File: src/rtl/mips_alu_top_if.sv
// Operand/result bundle for the registered MIPS ALU.
// The overflow signal exists only when ALU_OVERFLOW_EN is defined.
interface mips_alu_top_if #(
  parameter int unsigned WIDTH = 32
);
  logic [5:0]       opcode;
  logic [5:0]       func_field;
  logic [WIDTH-1:0] A;
  logic [WIDTH-1:0] B;
  logic [WIDTH-1:0] result;
  logic             zero;
`ifdef ALU_OVERFLOW_EN
  logic             overflow;
`endif

  modport master (
    output opcode, func_field, A, B,
    input  result, zero
`ifdef ALU_OVERFLOW_EN
    , input overflow
`endif
  );

  modport slave (
    input  opcode, func_field, A, B,
    output result, zero
`ifdef ALU_OVERFLOW_EN
    , output overflow
`endif
  );
endinterface

File: src/rtl/mips_alu_top.sv
// Registered MIPS EX-stage ALU: opcode/func decode, ALU core, output register.
// Optional ALU_OVERFLOW_EN adds a registered signed-overflow flag.
module mips_alu_top #(
  parameter int unsigned WIDTH = 32
) (
  input logic           clk,
  input logic           rst,
  mips_alu_top_if.slave bus
);
  localparam logic [3:0] CtrlAnd  = 4'b0000;
  localparam logic [3:0] CtrlOr   = 4'b0001;
  localparam logic [3:0] CtrlAdd  = 4'b0010;
  localparam logic [3:0] CtrlXor  = 4'b0011;
  localparam logic [3:0] CtrlSub  = 4'b0110;
  localparam logic [3:0] CtrlSlt  = 4'b0111;
  localparam logic [3:0] CtrlSltu = 4'b1000;
  localparam logic [3:0] CtrlNor  = 4'b1100;
  localparam logic [3:0] CtrlNop  = 4'b1111;

  logic [3:0]       alu_ctrl;
  logic [WIDTH-1:0] sum;
  logic [WIDTH-1:0] diff;
  logic [WIDTH-1:0] result_d, result_q;
  logic             zero_q;

  always_comb begin
    alu_ctrl = CtrlNop;
    if (bus.opcode == 6'h00) begin
      unique case (bus.func_field)
        6'h20, 6'h21: alu_ctrl = CtrlAdd;
        6'h22, 6'h23: alu_ctrl = CtrlSub;
        6'h24:        alu_ctrl = CtrlAnd;
        6'h25:        alu_ctrl = CtrlOr;
        6'h26:        alu_ctrl = CtrlXor;
        6'h27:        alu_ctrl = CtrlNor;
        6'h2A:        alu_ctrl = CtrlSlt;
        6'h2B:        alu_ctrl = CtrlSltu;
        default:      alu_ctrl = CtrlNop;
      endcase
    end else begin
      unique case (bus.opcode)
        6'h23, 6'h2B, 6'h08, 6'h09: alu_ctrl = CtrlAdd;
        6'h04, 6'h05:               alu_ctrl = CtrlSub;
        6'h0C:                      alu_ctrl = CtrlAnd;
        6'h0D:                      alu_ctrl = CtrlOr;
        6'h0E:                      alu_ctrl = CtrlXor;
        6'h0A:                      alu_ctrl = CtrlSlt;
        6'h0B:                      alu_ctrl = CtrlSltu;
        default:                    alu_ctrl = CtrlNop;
      endcase
    end
  end

  assign sum  = bus.A + bus.B;
  assign diff = bus.A - bus.B;

  always_comb begin
    result_d = '0;
    unique case (alu_ctrl)
      CtrlAnd:  result_d = bus.A & bus.B;
      CtrlOr:   result_d = bus.A | bus.B;
      CtrlAdd:  result_d = sum;
      CtrlXor:  result_d = bus.A ^ bus.B;
      CtrlSub:  result_d = diff;
      CtrlSlt:  result_d = {{(WIDTH-1){1'b0}}, ($signed(bus.A) < $signed(bus.B))};
      CtrlSltu: result_d = {{(WIDTH-1){1'b0}}, (bus.A < bus.B)};
      CtrlNor:  result_d = ~(bus.A | bus.B);
      default:  result_d = '0;
    endcase
  end

  always_ff @(posedge clk) begin
    if (rst) begin
      result_q <= '0;
      zero_q   <= 1'b1;
    end else begin
      result_q <= result_d;
      zero_q   <= (result_d == '0);
    end
  end

  assign bus.result = result_q;
  assign bus.zero   = zero_q;

`ifdef ALU_OVERFLOW_EN
  logic signed_add, signed_sub;
  logic overflow_d, overflow_q;

  // Only the trapping forms (add, addi, sub) report overflow.
  assign signed_add = ((bus.opcode == 6'h00) && (bus.func_field == 6'h20)) ||
                      (bus.opcode == 6'h08);
  assign signed_sub = (bus.opcode == 6'h00) && (bus.func_field == 6'h22);

  always_comb begin
    overflow_d = 1'b0;
    if (signed_add) begin
      overflow_d = (bus.A[WIDTH-1] == bus.B[WIDTH-1]) && (sum[WIDTH-1] != bus.A[WIDTH-1]);
    end else if (signed_sub) begin
      overflow_d = (bus.A[WIDTH-1] != bus.B[WIDTH-1]) && (diff[WIDTH-1] != bus.A[WIDTH-1]);
    end
  end

  always_ff @(posedge clk) begin
    if (rst) begin
      overflow_q <= 1'b0;
    end else begin
      overflow_q <= overflow_d;
    end
  end

  assign bus.overflow = overflow_q;
`endif
endmodule

File: src/flat_wrapper.sv
// flat-port wrapper written by rule: the top's interface ports become plain ports
module mips_alu_top_flat 
#(
  parameter int unsigned WIDTH = 32
)
  (clk, rst, bus_opcode, bus_func_field, bus_A, bus_B, bus_result, bus_zero);
  mips_alu_top_if #(.WIDTH(WIDTH)) bus_i ();
  input logic clk;
  input logic rst;
  input wire logic [$bits(bus_i.opcode)-1:0] bus_opcode;
  input wire logic [$bits(bus_i.func_field)-1:0] bus_func_field;
  input wire logic [$bits(bus_i.A)-1:0] bus_A;
  input wire logic [$bits(bus_i.B)-1:0] bus_B;
  output wire logic [$bits(bus_i.result)-1:0] bus_result;
  output wire logic [$bits(bus_i.zero)-1:0] bus_zero;
  assign bus_i.opcode = bus_opcode;
  assign bus_i.func_field = bus_func_field;
  assign bus_i.A = bus_A;
  assign bus_i.B = bus_B;
  assign bus_result = bus_i.result;
  assign bus_zero = bus_i.zero;
  mips_alu_top #(.WIDTH(WIDTH)) u_core (.clk(clk), .rst(rst), .bus(bus_i));
endmodule
File: config.mk
export PLATFORM = sky130hd
export DESIGN_NAME = mips_alu_top_flat
export DESIGN_NICKNAME = d
export VERILOG_FILES = /design/src/rtl/mips_alu_top_if.sv /design/src/rtl/mips_alu_top.sv /design/src/flat_wrapper.sv
export SDC_FILE = /design/constraint.sdc
export NUM_CORES = 1
export LEC_CHECK = 0
export BUFFER_PORTS_ARGS = -buffer_cell sky130_fd_sc_hd__buf_2
export CORE_ASPECT_RATIO = 2
export CORE_MARGIN = 1
export CORE_UTILIZATION = 31
export DETAILED_ROUTE_END_ITERATION = 12
export GPL_TIMING_DRIVEN = 0
export REMOVE_ABC_BUFFERS = 1
export SKIP_LAST_GASP = 1
export SLEW_MARGIN = 20
export SYNTH_ARGS = -nofsm -noshare
export SYNTH_HDL_FRONTEND = slang
export SYNTH_SLANG_ARGS = --single-unit
File: constraint.sdc
create_clock -name clk -period 5.39 [get_ports clk]
set_input_delay 1.3475 -clock clk [delete_from_list [all_inputs] [get_ports clk]]
set_output_delay 1.3475 -clock clk [all_outputs]
set_load 0.01 [all_outputs]
## After elaboration in Yosys (flattened, before gate mapping)

Index checks and enable logic that the tools add are counted.

- Reduce and logical (&&, ||, !) cells: 7
- $lt $le $gt $ge: 2
- Equal/unequal tests: 28
- $add $sub $neg: 2
- Multiplexer cells: 4
- Bitwise logic cells: 4

Operators with widths:

| kind | count |
|---|---|
| case mux 32 bit (8 select lines) | 1 |
| equality test 6 bit, second input constant | 12 |
| less-than comparator 32 bit | 2 |
| equality test 6 x 4 -> 1 bit, second input constant | 7 |
| adder 32 bit | 1 |
| AND 32 bit | 1 |
| logical NOT 32 bit | 1 |
| NOT 32 bit | 1 |
| bitwise OR 32 bit | 1 |
| case mux 4 bit (8 select lines) | 1 |
| subtractor 32 bit | 1 |
| bitwise XOR 32 bit | 1 |
| case mux 4 bit (7 select lines) | 1 |
| equality test 6 x 3 -> 1 bit, second input constant | 2 |
| equality test 4 x 2 -> 1 bit, second input constant | 2 |
| equality test 4 x 3 -> 1 bit, second input constant | 2 |
| equality test 4 bit, second input constant | 2 |
| logical NOT 6 bit | 1 |
| OR reduction 2 bit | 3 |
| equality test 4 x 1 -> 1 bit, second input constant | 1 |
| logical NOT 4 bit | 1 |
| two-way mux 4 bit | 1 |
| OR reduction 4 bit | 1 |

- Bits of input ports: 78
- Bits in registers: 33

## Longest topological paths before layout

Gate-level depths: netlist (run 1).

- Depth after elaboration: 7
- Depth in mapped cells: 15
- Gate-level depth less buffers: 15

## Least setup slack after synthesis (run 1)

OpenSTA, ideal clock, no wires.

- Path kind: input-to-reg
- Start point: in bus_B[9]
- End point: reg u_core.zero_q, in the netlist u_core.bus.zero
- Required time: 5274 ps
- Cell stages on the path: 14
- Setup slack: 1130 ps
- Data arrival time: 4143 ps
- Buffers on the path: 1
- Cells stage by stage: inv_1 ha_1 buf_6 or2_1 or3_4 nor3_1 a31oi_1 o41ai_1 o21ai_0 a2111oi_0 o21ai_0 a2bb2oi_1 nor2_1 a41o_1

- Word-level cells in the longest chain between the ends: 4

RTL lines:

| element | RTL line | text |
|---|---|---|
| start, declared | flat_wrapper.sv:13 | `input wire logic [$bits(bus_i.B)-1:0] bus_B;` |
| parallel branches: the longest is 2 deep, another holds subtractor 32 bit | n/a |  |
| case mux 32 bit (8 select lines) (*) | mips_alu_top.sv:59 | `unique case (alu_ctrl)` |
| logical NOT 32 bit (*) | mips_alu_top.sv:78 | `zero_q <= (result_d == '0);` |
| end signal, assigned | mips_alu_top.sv:78 |  |
| end, declared | mips_alu_top.sv:24 | `logic zero_q;` |

Every way passes the cells marked *.
A chain may end at the register's enable or synchronous reset.

## Final worst setup path (run 1)

- Start point: in bus_B[1]
- End point: reg u_core.zero_q, in the netlist u_core.bus.zero

The elaborated chain is that of the path after synthesis.

==> results.txt, run 1 <==
The flow ran to the end, and the final reports show no timing, DRC or antenna violations. The count of final max-slew check failures was 0. The top cell types in the final layout, fill and taps aside, are buf_2 (114), nor2_1 (103), ha_1 (101), a21oi_1 (100), inv_1 (98). The number of clock sinks came out at 33.

The sum of overflow across all layers after global routing is 0. The final RePlAce weighted congestion is 0.967. The die footprint came out at 22600 µm². The post-synthesis sequential area ratio is 0.0970. The clock transition at the register clock pins on the worst setup and hold paths after CTS came out at 0.05 ns. The share of flip-flops with an asynchronous set or reset came out at 0. The highest attainable clock frequency is 191 MHz. The number of antenna violations at the first check in global routing came out at 0. The portion of the clock cycle consumed by the worst path in the final layout came out at 0.969. Max-cap violations in this run came to 0. The post-synthesis cell count is 973. The critical path starts at bus_B[1]. The most used flip-flop cell after synthesis is dfxtp_1. The initial utilization of the core area, before any placement, comes to 0.315. The count of antenna-violating nets left after detailed routing is 0. The number of search-and-repair iterations in the first detailed-routing pass is 5. The area used by sequential logic in the layout is 661 µm². The average wire length per cell after detail routing is 21.2 µm. The time the final worst path needs with I/O delays and setup came out at 5.22 ns. The average footprint of a synthesized cell is 7.00 µm². Dividing the detail-routed via count by the number of cells gives 6.05.

The cell count of the worst hold path is 2. The worst vdd rail ir drop is 239 µV. The hold violation count in the final report was 0. The overall via count from detail_route is 7998. The critical path is of the in2reg type. In the global route stage, overall resource usage came out at 0.241. For the worst setup path, the data required time is 5.61 ns. The largest fanout on the critical path came out at 4. After filler insertion, the fill cell instance count of the layout stands at 2377. The number of distinct standard cells referenced by the synthesized netlist is 83. The min-delay analysis places its worst path in the category in2reg. The number of buffers created by CTS is 5.

The tightest hold path in the finished design has a slack of 1.60 ns. Setup repair after global routing left no endpoint under its margin. The net total in the final layout came out at 1230. The residual DRC count is 0.

111 I/O pins were placed. In this run, synthesis inferred 0 flip-flops with an integrated enable. The fraction of final layout cells sized beyond drive strength 1 came out at 0.164. The library cell used most frequently in the layout, excluding fill and tap cells, is buf_2. The horizontal extent of the die is 107 µm. The layout overhead on the synthesized area came out at 15.1%. Of the post-synthesis cell area, the dominant cell type holds 0.186. The power density over the cells came out at 153 nW/µm². The total power of the final layout came out at 1.20 mW.

The wire length after detailed routing came out at 28000 µm. The placeable core region came out at 21600 µm². The CTS tree is done. Summed over all instances, the cell type with the most area after synthesis is ha_1. The die is 212 µm tall. The clock tree buffer depth is 2. 0 antenna diodes ended up in the layout. The final count of negative-setup-slack endpoints came out at 0. The number of synthesized register bits came out at 33.

The arrival time of data at the critical path endpoint is 5.44 ns. The cell area after synthesis is 6810 µm². The slew of the pin with the lowest slew margin came out at 0.864 ns. The startpoint of the tightest hold check path is rst. The detailed placer's ending HPWL is 22600 µm.

The leakage power figure came out at 3.54 nW. STA classifies the critical path endpoint as a flop. The detailed router's first-iteration violation count is 580.

The first-pass GRT wire length is 41500 µm. The number of global-route vias before repair came out at 7650. Measured on the finished design, the core utilization comes to 0.363. The largest net degree at the start of global routing came out at 34. The count of buffers added on input and output ports is 110.

The tree is rooted in a clkbuf_16. The maximum level of the CTS H-tree came out at 2. The area of the multi-input gates came out at 5590 µm². The number of synthesis warnings is 0. After synthesis, the cell types taking the most area are ha_1 (19%), dfxtp_1 (9.7%), a21oi_1 (7.3%). The floorplan row count came out at 76. The worst pin sits at a relative slew slack of 0.423. The startpoint class of the critical path is an input pin.
final cells by class:
| cell class | count | area share |
|---|---|---|
| multi-input combinational | 783 | 0.713 |
| inverter | 98 | 0.0469 |
| clock buffer | 5 | 0.0160 |
| clock inverter | 3 | 0.00224 |
| tap | 273 | 0.0436 |
| timing repair buffer | 128 | 0.0940 |
| sequential | 33 | 0.0843 |
worst max-delay path: stages:
cell	delay, ns
buf_2	0.12
inv_1	0.09
ha_1	0.36
o21ba_2	0.25
or4_1	0.51
a21oi_1	0.50
nor4_2	0.16
o31ai_1	0.34
nor3_1	0.10
a2111oi_2	0.62
and4_1	0.29
nand4_1	0.15
nor4_1	0.38
a41o_1	0.22
kinds of logic (layout without fill, tap and decap cells):
logic type,after synthesis,after routing,synth area share
mux,10,10,0.0147
compound gates,343,343,0.351
flops,33,33,0.0970
simple gates,309,309,0.223
fa+ha+maj,103,103,0.191
buf+inv,157,234,0.0992
xor+xnor,18,18,0.0231
state kept, by name (all words and copies together) (netlist names):
register / count
u_core.bus.result: 32
u_core.bus.zero: 1
final timing paths:
| path | to |
|---|---|
| max | u_core.bus.zero$_SDFF_PP1_ |
| min | u_core.bus.result[27]$_SDFF_PP0_ |
stage by stage:
step	area, µm²	setup slack [ns]	std cells	setup TNS (ns)
2_1_floorplan	6500	0.159	914	0
3_3_place_gp	7390	-2.57	1297	-36.72
3_5_place_dp	7620	-0.313	1312	-0.313
4_1_cts	7770	0.175	1320	0
5_1_grt	7840	0.0131	1323	0
6_report	7840	0.166	1323	0
synthesized netlist by cell type, types with 5 or more instances:
| library cell | n |
|---|---|
| ha_1 | 101 |
| nor3_1 | 25 |
| o31ai_1 | 17 |
| a31oi_1 | 11 |
| nor4_1 | 14 |
| a2bb2oi_1 | 5 |
| mux2i_1 | 10 |
| and2_1 | 9 |
| buf_2 | 18 |
| or3_1 | 8 |
| nor2b_1 | 12 |
| nand2_1 | 56 |
| xnor2_1 | 13 |
| o221ai_1 | 6 |
| or2_2 | 5 |
| o21ai_0 | 35 |
| o2111ai_1 | 8 |
| a221o_1 | 6 |
| inv_1 | 98 |
| o22ai_1 | 12 |
| nand2b_1 | 6 |
| o211ai_1 | 14 |
| a311oi_1 | 7 |
| xor2_1 | 5 |
| nand4_1 | 19 |
| buf_6 | 7 |
| a21oi_1 | 100 |
| o21bai_1 | 16 |
| dfxtp_1 | 33 |
| nor2_1 | 107 |
| clkbuf_1 | 29 |
| a221oi_1 | 10 |
| o21a_1 | 8 |
| nand3_1 | 22 |
| a21o_1 | 10 |
| a211oi_1 | 20 |
report_power, final:
part           total [mW]  internal [mW]  switching (mW)
Combinational       0.661          0.233           0.428
Sequential          0.259          0.257         0.00236
Clock               0.277          0.169           0.108
layer usage:
layer	track usage	wire length (µm)	up-vias
met4	0.190	2490	0
met1	0.223	9070	3774
met5	0	0	-
met3	0.0231	1440	139
li1	-	-	3720
met2	0.466	15000	365
what timing repair did:
action	4_1_cts	5_1_grt
hold buffers	0	0
endpoints found under the hold margin	0	0
buffers inserted	0	3
pin swaps	0	1
resized for setup	1	7
endpoints found under the setup margin	1	1
Note: power is estimated with default switching activity, not from simulation.
==> run 2, diff against run 1 <==
--- a/config.mk
+++ b/config.mk
@@ -8,9 +8,10 @@
 export BUFFER_PORTS_ARGS = -buffer_cell sky130_fd_sc_hd__buf_2
 export CORE_ASPECT_RATIO = 2
 export CORE_MARGIN = 1
-export CORE_UTILIZATION = 31
+export CORE_UTILIZATION = 32
 export DETAILED_ROUTE_END_ITERATION = 12
 export GPL_TIMING_DRIVEN = 0
+export PLACE_DENSITY = 0.51
 export REMOVE_ABC_BUFFERS = 1
 export SKIP_LAST_GASP = 1
 export SLEW_MARGIN = 20
==> run 2 against run 1 <==
Compared with the run above: count of clock-buffer cells in the layout did not move; critical path depth did not move; setup slack hardly changed; die area shrank 3.1%; highest routed layer unchanged.
==> results.txt, run 2 (same netlist as run 1, synthesis figures left out) <==
The worst setup path startpoint is bus_B[0] (was bus_B[1]). The maximum level of the CTS H-tree came out at 2 (unchanged). The number of global-route vias before repair came to 7572 (was 7650). The first-pass GRT wire length is 41500 µm (about the same).

The arrival time of data at the critical path endpoint is 5.44 ns (about the same). The final cell area excluding filler cells is 7820 µm² (was 7840 µm²). The die footprint is 21900 µm² (was 22600 µm²). The hold violation count in the final report is 0 (unchanged). The final cell count without fillers is 1319 (was 1323).

The average wire length per cell after detail routing is 20.5 µm (was 21.2 µm). The number of search-and-repair iterations in the first detailed-routing pass is 6 (was 5). The highest attainable clock frequency is 191 MHz (about the same). The number of buffers added to fix hold violations after cts was 0 (unchanged). The number of antenna violations at the first check in global routing came out at 0 (unchanged).

The final core utilization is 0.374 (was 0.363). The final antenna diode count is 0 (unchanged). The final count of negative-setup-slack endpoints came to 0 (unchanged).

The worst vdd rail ir drop is 131 µV (was 239 µV). The layout overhead on the synthesized area was 14.8% (was 15.1%). The power density over the cells is 152 nW/µm² (was 153 nW/µm²). The clock tree buffer depth came to 2 (unchanged).

The kind of critical path is in2reg (unchanged). The family of cells with the greatest summed delay on the critical path is compound AO/OA/AOI/OAI gates (unchanged). The detailed router's first-iteration violation count is 496 (was 580). Unrepaired setup endpoints after global routing: no (unchanged). The floorplan row count came out at 75 (was 76). The overall via count from detail_route came out at 7794 (was 7998). The placeable core region is 20900 µm² (was 21600 µm²). Critical-path cell list: buf_2 > ha_1 > fa_1 > a211oi_1 > o211ai_1 > a41oi_1 > o21bai_1 > a21oi_1 > xnor2_1 > a21o_1 > a211oi_1 > nand4_1 > nor4_1 > a41o_1 (was buf_2 > inv_1 > ha_1 > o21ba_2 > or4_1 > a21oi_1 > nor4_2 > o31ai_1 > nor3_1 > a2111oi_2 > and4_1 > nand4_1 > nor4_1 > a41o_1). The horizontal extent of the die came out at 105 µm (was 107 µm).

The max-cap violation count came out at 0 (unchanged). The master cell of the clock root buffer is clkbuf_16 (unchanged). The number of clock sinks came to 33 (unchanged). The via density per instance is 5.91 (was 6.05). The time the final worst path needs with I/O delays and setup is 5.22 ns (about the same). The wire length after detailed routing came out at 27100 µm (was 28000 µm). The clock transition at the register clock pins on the worst setup and hold paths after CTS came out at 0.05 ns (about the same).

The worst stage delay on the critical path is 0.53 ns (was 0.62 ns). The placed standard-cell area came to 7590 µm² (was 7620 µm²). The critical path data required time is 5.61 ns (about the same).

The CTS tree was done (unchanged). Run status: complete, no violations (unchanged). The number of top-level pins came out at 111 (unchanged).

The count of antenna-violating nets left after detailed routing is 0 (unchanged). The nature of the critical path endpoint is a flop (unchanged). The slew of the pin with the lowest slew margin was 0.878 ns (was 0.864 ns). The most frequent standard cell in the layout excluding fill and tap cells is buf_2 (unchanged).

The cell with the largest stage delay on the worst path is a41oi_1 (was a2111oi_2). The class of the most critical hold timing path is in2reg (unchanged). The worst setup slack after layout came out at 0.166 ns (about the same). The total routing resource utilization after global routing is 0.244 (was 0.241). The leakage power figure came to 3.53 nW (was 3.54 nW). The final-layout fill cell count came out at 2341 (was 2377). The count of buffers from port buffering was 110 (unchanged). The startpoint of the tightest hold check path is rst (unchanged).

The largest fanout on the critical path came out at 4 (unchanged). The residual DRC count is 0 (unchanged). The detailed placer's ending HPWL is 21900 µm (was 22600 µm). The sum of overflow across all layers after global routing came out at 0 (unchanged).

The count of final max-slew check failures is 0 (unchanged). The number of flip-flops under the largest register name came to 32 (unchanged). The startpoint class of the critical path was an input pin (unchanged). The number of placed cells counting well taps came out at 1308 (was 1312).

The net total in the final layout is 1230 (unchanged). The number of buffers created by CTS is 5 (unchanged). The y dimension of the die came out at 208 µm (was 212 µm). The initial core utilization came out at 0.325 (was 0.315). The portion of the clock cycle consumed by the worst path in the final layout is 0.969 (about the same). In this design, the critical path's most frequently occurring cell is a211oi_1. The largest net degree at the start of global routing was 34 (unchanged). The final RePlAce weighted congestion is 0.928 (was 0.967). The tightest slew margin relative to the limit came out at 0.414 (was 0.423).

The fraction of final layout cells sized beyond drive strength 1 came out at 0.164 (unchanged). The sum of buffers and inverters on the critical path came to 1 (was 2). The worst slack at placement came to -0.786 ns (was -0.313 ns). Most used cells in the layout excluding fill and tap cells: buf_2 (114), nor2_1 (103), ha_1 (101), a21oi_1 (100), inv_1 (98) (unchanged).
run 2: final cells by class:
class	instances	area [µm²]	share of cell area
sequential	33	661	0.0845
clock buffer	5	125	0.0160
multi-input combinational	783	5590	0.715
tap	269	337	0.0431
clock inverter	3	17.5	0.00224
timing repair buffer	128	718	0.0919
inverter	98	368	0.0471
run 2: worst paths after layout:
check	endpoint	slack, ns	cells after the start
setup / recovery	u_core.bus.zero$_SDFF_PP1_	0.17	14
hold / removal	u_core.bus.result[26]$_SDFF_PP0_	1.60	2
run 2: report_power, final:
| part | internal (mW) | leakage [nW] | switching (mW) | total (mW) |
|---|---|---|---|---|
| Sequential | 0.257 | 0.269 | 0.00249 | 0.259 |
| Clock | 0.169 | 0.0696 | 0.110 | 0.279 |
| Combinational | 0.231 | 3.19 | 0.422 | 0.653 |
run 2: metrics by stage:
step | hold slack, ns | total power [mW] | TNS, ns
finish | 1.60 | 1.19 | 0
global placement | 1.74 | 0.891 | -39.41
floorplan | 1.42 | 0.675 | 0
detailed placement | 1.74 | 0.903 | -0.966
CTS | 1.59 | 1.19 | 0
global route | 1.62 | 1.27 | 0
run 2: timing repair:
action | CTS | global route
gates resized for setup | 9 | 5
pin swaps | 1 | 0
setup buffers | 3 | 0
cloned | 0 | 0
setup endpoints to repair | 1 | 1
run 2: routing by layer:
layer / GRT usage / vias up / routed length, µm / part of all wire
met4: 0.147 / 0 / 1730 / 0.064
li1: - / 3720 / - / -
met5: 0 / - / 0 / 0
met3: 0.0222 / 94 / 1270 / 0.047
met2: 0.482 / 297 / 14700 / 0.54
met1: 0.239 / 3683 / 9410 / 0.35
==> run 3, diff against run 2 <==
--- a/config.mk
+++ b/config.mk
@@ -5,8 +5,8 @@
 export SDC_FILE = /design/constraint.sdc
 export NUM_CORES = 1
 export LEC_CHECK = 0
-export BUFFER_PORTS_ARGS = -buffer_cell sky130_fd_sc_hd__buf_2
-export CORE_ASPECT_RATIO = 2
+export BUFFER_PORTS_ARGS = -buffer_cell sky130_fd_sc_hd__clkbuf_2
+export CORE_ASPECT_RATIO = 1.1
 export CORE_MARGIN = 1
 export CORE_UTILIZATION = 32
 export DETAILED_ROUTE_END_ITERATION = 12
==> run 3 against run 2 <==
Compared with the run above: utilization increased by 0.42 points; highest routed layer unchanged; total power increased by 5.1%; wire length shrank 6.0%; maximum frequency fell by 1.1%; via count down 0.64%; count of clock-buffer cells in the layout grew 2; first-iteration DRC count up 50%; non-clock buffer count is 2 lower.
==> results.txt, run 3 (same netlist as run 1, synthesis figures left out) <==
The number of buffers created by CTS is 5 (unchanged). The clock tree buffer depth is 2 (unchanged). The area of the multi-input gates came out at 5570 µm² (was 5590 µm²). The horizontal extent of the die is 141 µm (was 105 µm). The combinational cell fraction of total power is 0.509 (was 0.548). The most frequent standard cell in the layout excluding fill and tap cells is clkbuf_2 (was buf_2).

The y dimension of the die came out at 155 µm (was 208 µm). The number of flip-flops under the largest register name came out at 32 (unchanged). The number of antenna violations at the first check in global routing is 0 (unchanged). The overall via count from detail_route was 7744 (was 7794). The fraction of final layout cells sized beyond drive strength 1 is 0.159 (was 0.164). The number of clock sinks came out at 33 (unchanged). The number of buffers added to fix hold violations after cts is 0 (unchanged). The sequential power share is 0.208 (was 0.218). The placeable core region is 20700 µm² (was 20900 µm²).

The initial core utilization is 0.329 (was 0.325). The kind of critical path is in2reg (unchanged). The worst vdd rail ir drop is 104 µV (was 131 µV). The final count of negative-setup-slack endpoints is 0 (unchanged). The final RePlAce weighted congestion was 0.875 (was 0.928). The count of final max-slew check failures is 0 (unchanged). The sum of overflow across all layers after global routing was 0 (unchanged). The switching share of total power is 0.428 (was 0.448). The endpoint with the worst hold slack is u_core.bus.result[21]$_SDFF_PP0_ (was u_core.bus.result[26]$_SDFF_PP0_). The final cell area excluding filler cells was 7830 µm² (was 7820 µm²). The via density per instance came out at 5.81 (was 5.91). The leakage power figure is 3.52 nW (was 3.53 nW). The worst setup slack after layout came out at 0.109 ns (was 0.166 ns). The CTS tree is done (unchanged).

The total routing resource utilization after global routing is 0.233 (was 0.244). The layout overhead on the synthesized area is 14.9% (was 14.8%). Run status: complete, no violations (unchanged). The final-layout fill cell count is 2235 (was 2341). The startpoint class of the critical path is an input pin (unchanged). The portion of the clock cycle consumed by the worst path in the final layout came out at 0.980 (was 0.969).

The worst slack at placement is -0.657 ns (was -0.786 ns). The arrival time of data at the critical path endpoint came out at 5.52 ns (was 5.44 ns). The cell count of the worst hold path came to 5 (was 2).

The average wire length per cell after detail routing came out at 19.1 µm (was 20.5 µm). The startpoint of the tightest hold check path is bus_A[21] (was rst). Most used cells in the layout excluding fill and tap cells: clkbuf_2 (110), nor2_1 (104), ha_1 (101), a21oi_1 (100), inv_1 (98) (was buf_2 (114), nor2_1 (103), ha_1 (101), a21oi_1 (100), inv_1 (98)).

The final antenna diode count is 0 (unchanged). The detailed placer's ending HPWL is 19600 µm (was 21900 µm). The net total in the final layout came out at 1228 (was 1230). The area used by sequential logic in the layout is 661 µm² (unchanged). The detailed router's first-iteration violation count came to 746 (was 496). The wire length after detailed routing came out at 25400 µm (was 27100 µm). The largest net degree at the start of global routing came out at 34 (unchanged). The number of global-route vias before repair came out at 7348 (was 7572). The first-pass GRT wire length came out at 40200 µm (was 41500 µm). The floorplan row count was 55 (was 75).

The hold violation count in the final report is 0 (unchanged). The critical path data required time is 5.63 ns (was 5.61 ns). The worst hold slack is 1.64 ns (was 1.60 ns). The residual DRC count came to 0 (unchanged). The internal cell power came out at 0.716 mW (was 0.658 mW). The time the final worst path needs with I/O delays and setup was 5.28 ns (was 5.22 ns). The max-cap violation count is 0 (unchanged).

The number of search-and-repair iterations in the first detailed-routing pass is 7 (was 6). The die footprint is 21900 µm² (about the same). The slew of the pin with the lowest slew margin is 1.14 ns (was 0.878 ns).

The highest attainable clock frequency came to 189 MHz (was 191 MHz). The class of the most critical hold timing path was in2reg (unchanged). The maximum level of the CTS H-tree came out at 2 (unchanged). The power density over the cells came out at 160 nW/µm² (was 152 nW/µm²). The count of antenna-violating nets left after detailed routing was 0 (unchanged). The master cell of the clock root buffer was clkbuf_16 (unchanged). The clock transition at the register clock pins on the worst setup and hold paths after CTS is 0.06 ns (was 0.05 ns). The total power of the final layout is 1.25 mW (was 1.19 mW). The number of top-level pins came out at 111 (unchanged).

The count of buffers from port buffering came out at 110 (unchanged). The switching power came out at 0.537 mW (was 0.534 mW). The tightest slew margin relative to the limit came out at 0.236 (was 0.414). The placed standard-cell area is 7590 µm² (about the same). The largest fanout on the critical path came to 4 (unchanged).

The clock group share of total power was 0.284 (was 0.234). The nature of the critical path endpoint was a flop (unchanged).
## run 3: worst max-delay path by stage
stage	endpoint	slack, ns	cells after the start	from
global placement	u_core.bus.zero$_SDFF_PP1_	-2.56	12	bus_opcode[5]
CTS	u_core.bus.zero$_SDFF_PP1_	0.04	14	bus_opcode[4]
floorplan	u_core.bus.zero$_SDFF_PP1_	0.16	11	bus_func_field[1]
finish	u_core.bus.zero$_SDFF_PP1_	0.11	14	bus_B[1]
global route	u_core.bus.zero$_SDFF_PP1_	-0.03	14	bus_B[1]
detailed placement	u_core.bus.zero$_SDFF_PP1_	-0.66	14	bus_opcode[4]
## run 3: final cells by class
cell class                 count  share of cell area
tap                          285              0.0456
clock buffer                   7              0.0182
sequential                    33              0.0844
timing repair buffer         126              0.0889
inverter                      98              0.0470
clock inverter                 1             0.00384
multi-input combinational    783               0.712
## run 3: worst max-delay path, stage by stage
cell and delay (ns):
clkbuf_2 0.13, inv_1 0.10, ha_1 0.37, o21ba_2 0.25, or4_1 0.47, a21oi_1 0.36, nor4_1 0.17, o31ai_1 0.31
nor3_1 0.09, a2111oi_1 0.63, and4_1 0.34, nand4_1 0.13, nor4_1 0.55, a41o_1 0.26
## run 3: per-stage QoR
step,cells,TNS (ns),utilization
2_1_floorplan,914,0,-
3_3_place_gp,1309,-35.76,0.358
3_5_place_dp,1322,-0.657,0.366
4_1_cts,1330,0,0.375
5_1_grt,1333,-0.0280,0.378
6_report,1333,0,0.378
## run 3: per-layer routing
metal	global-route usage	wire length [µm]
met5	0	0
met4	0.0761	663
met3	0.0215	1510
met2	0.380	11400
met1	0.321	11800
## run 3: power by group through the flow
| stage | registers [mW] | clock network [mW] | logic, mW |
|---|---|---|---|
| detailed placement | 0.266 | 0 | 0.619 |
| global route | 0.261 | 0.369 | 0.701 |
| floorplan | 0.273 | 0 | 0.403 |
| global placement | 0.266 | 0 | 0.611 |
| finish | 0.260 | 0.355 | 0.638 |
| CTS | 0.260 | 0.362 | 0.622 |
## run 3: repair_timing
action,4_1_cts,5_1_grt
gates resized for setup,2,9
endpoints found under the setup margin,1,1
setup buffers,0,3
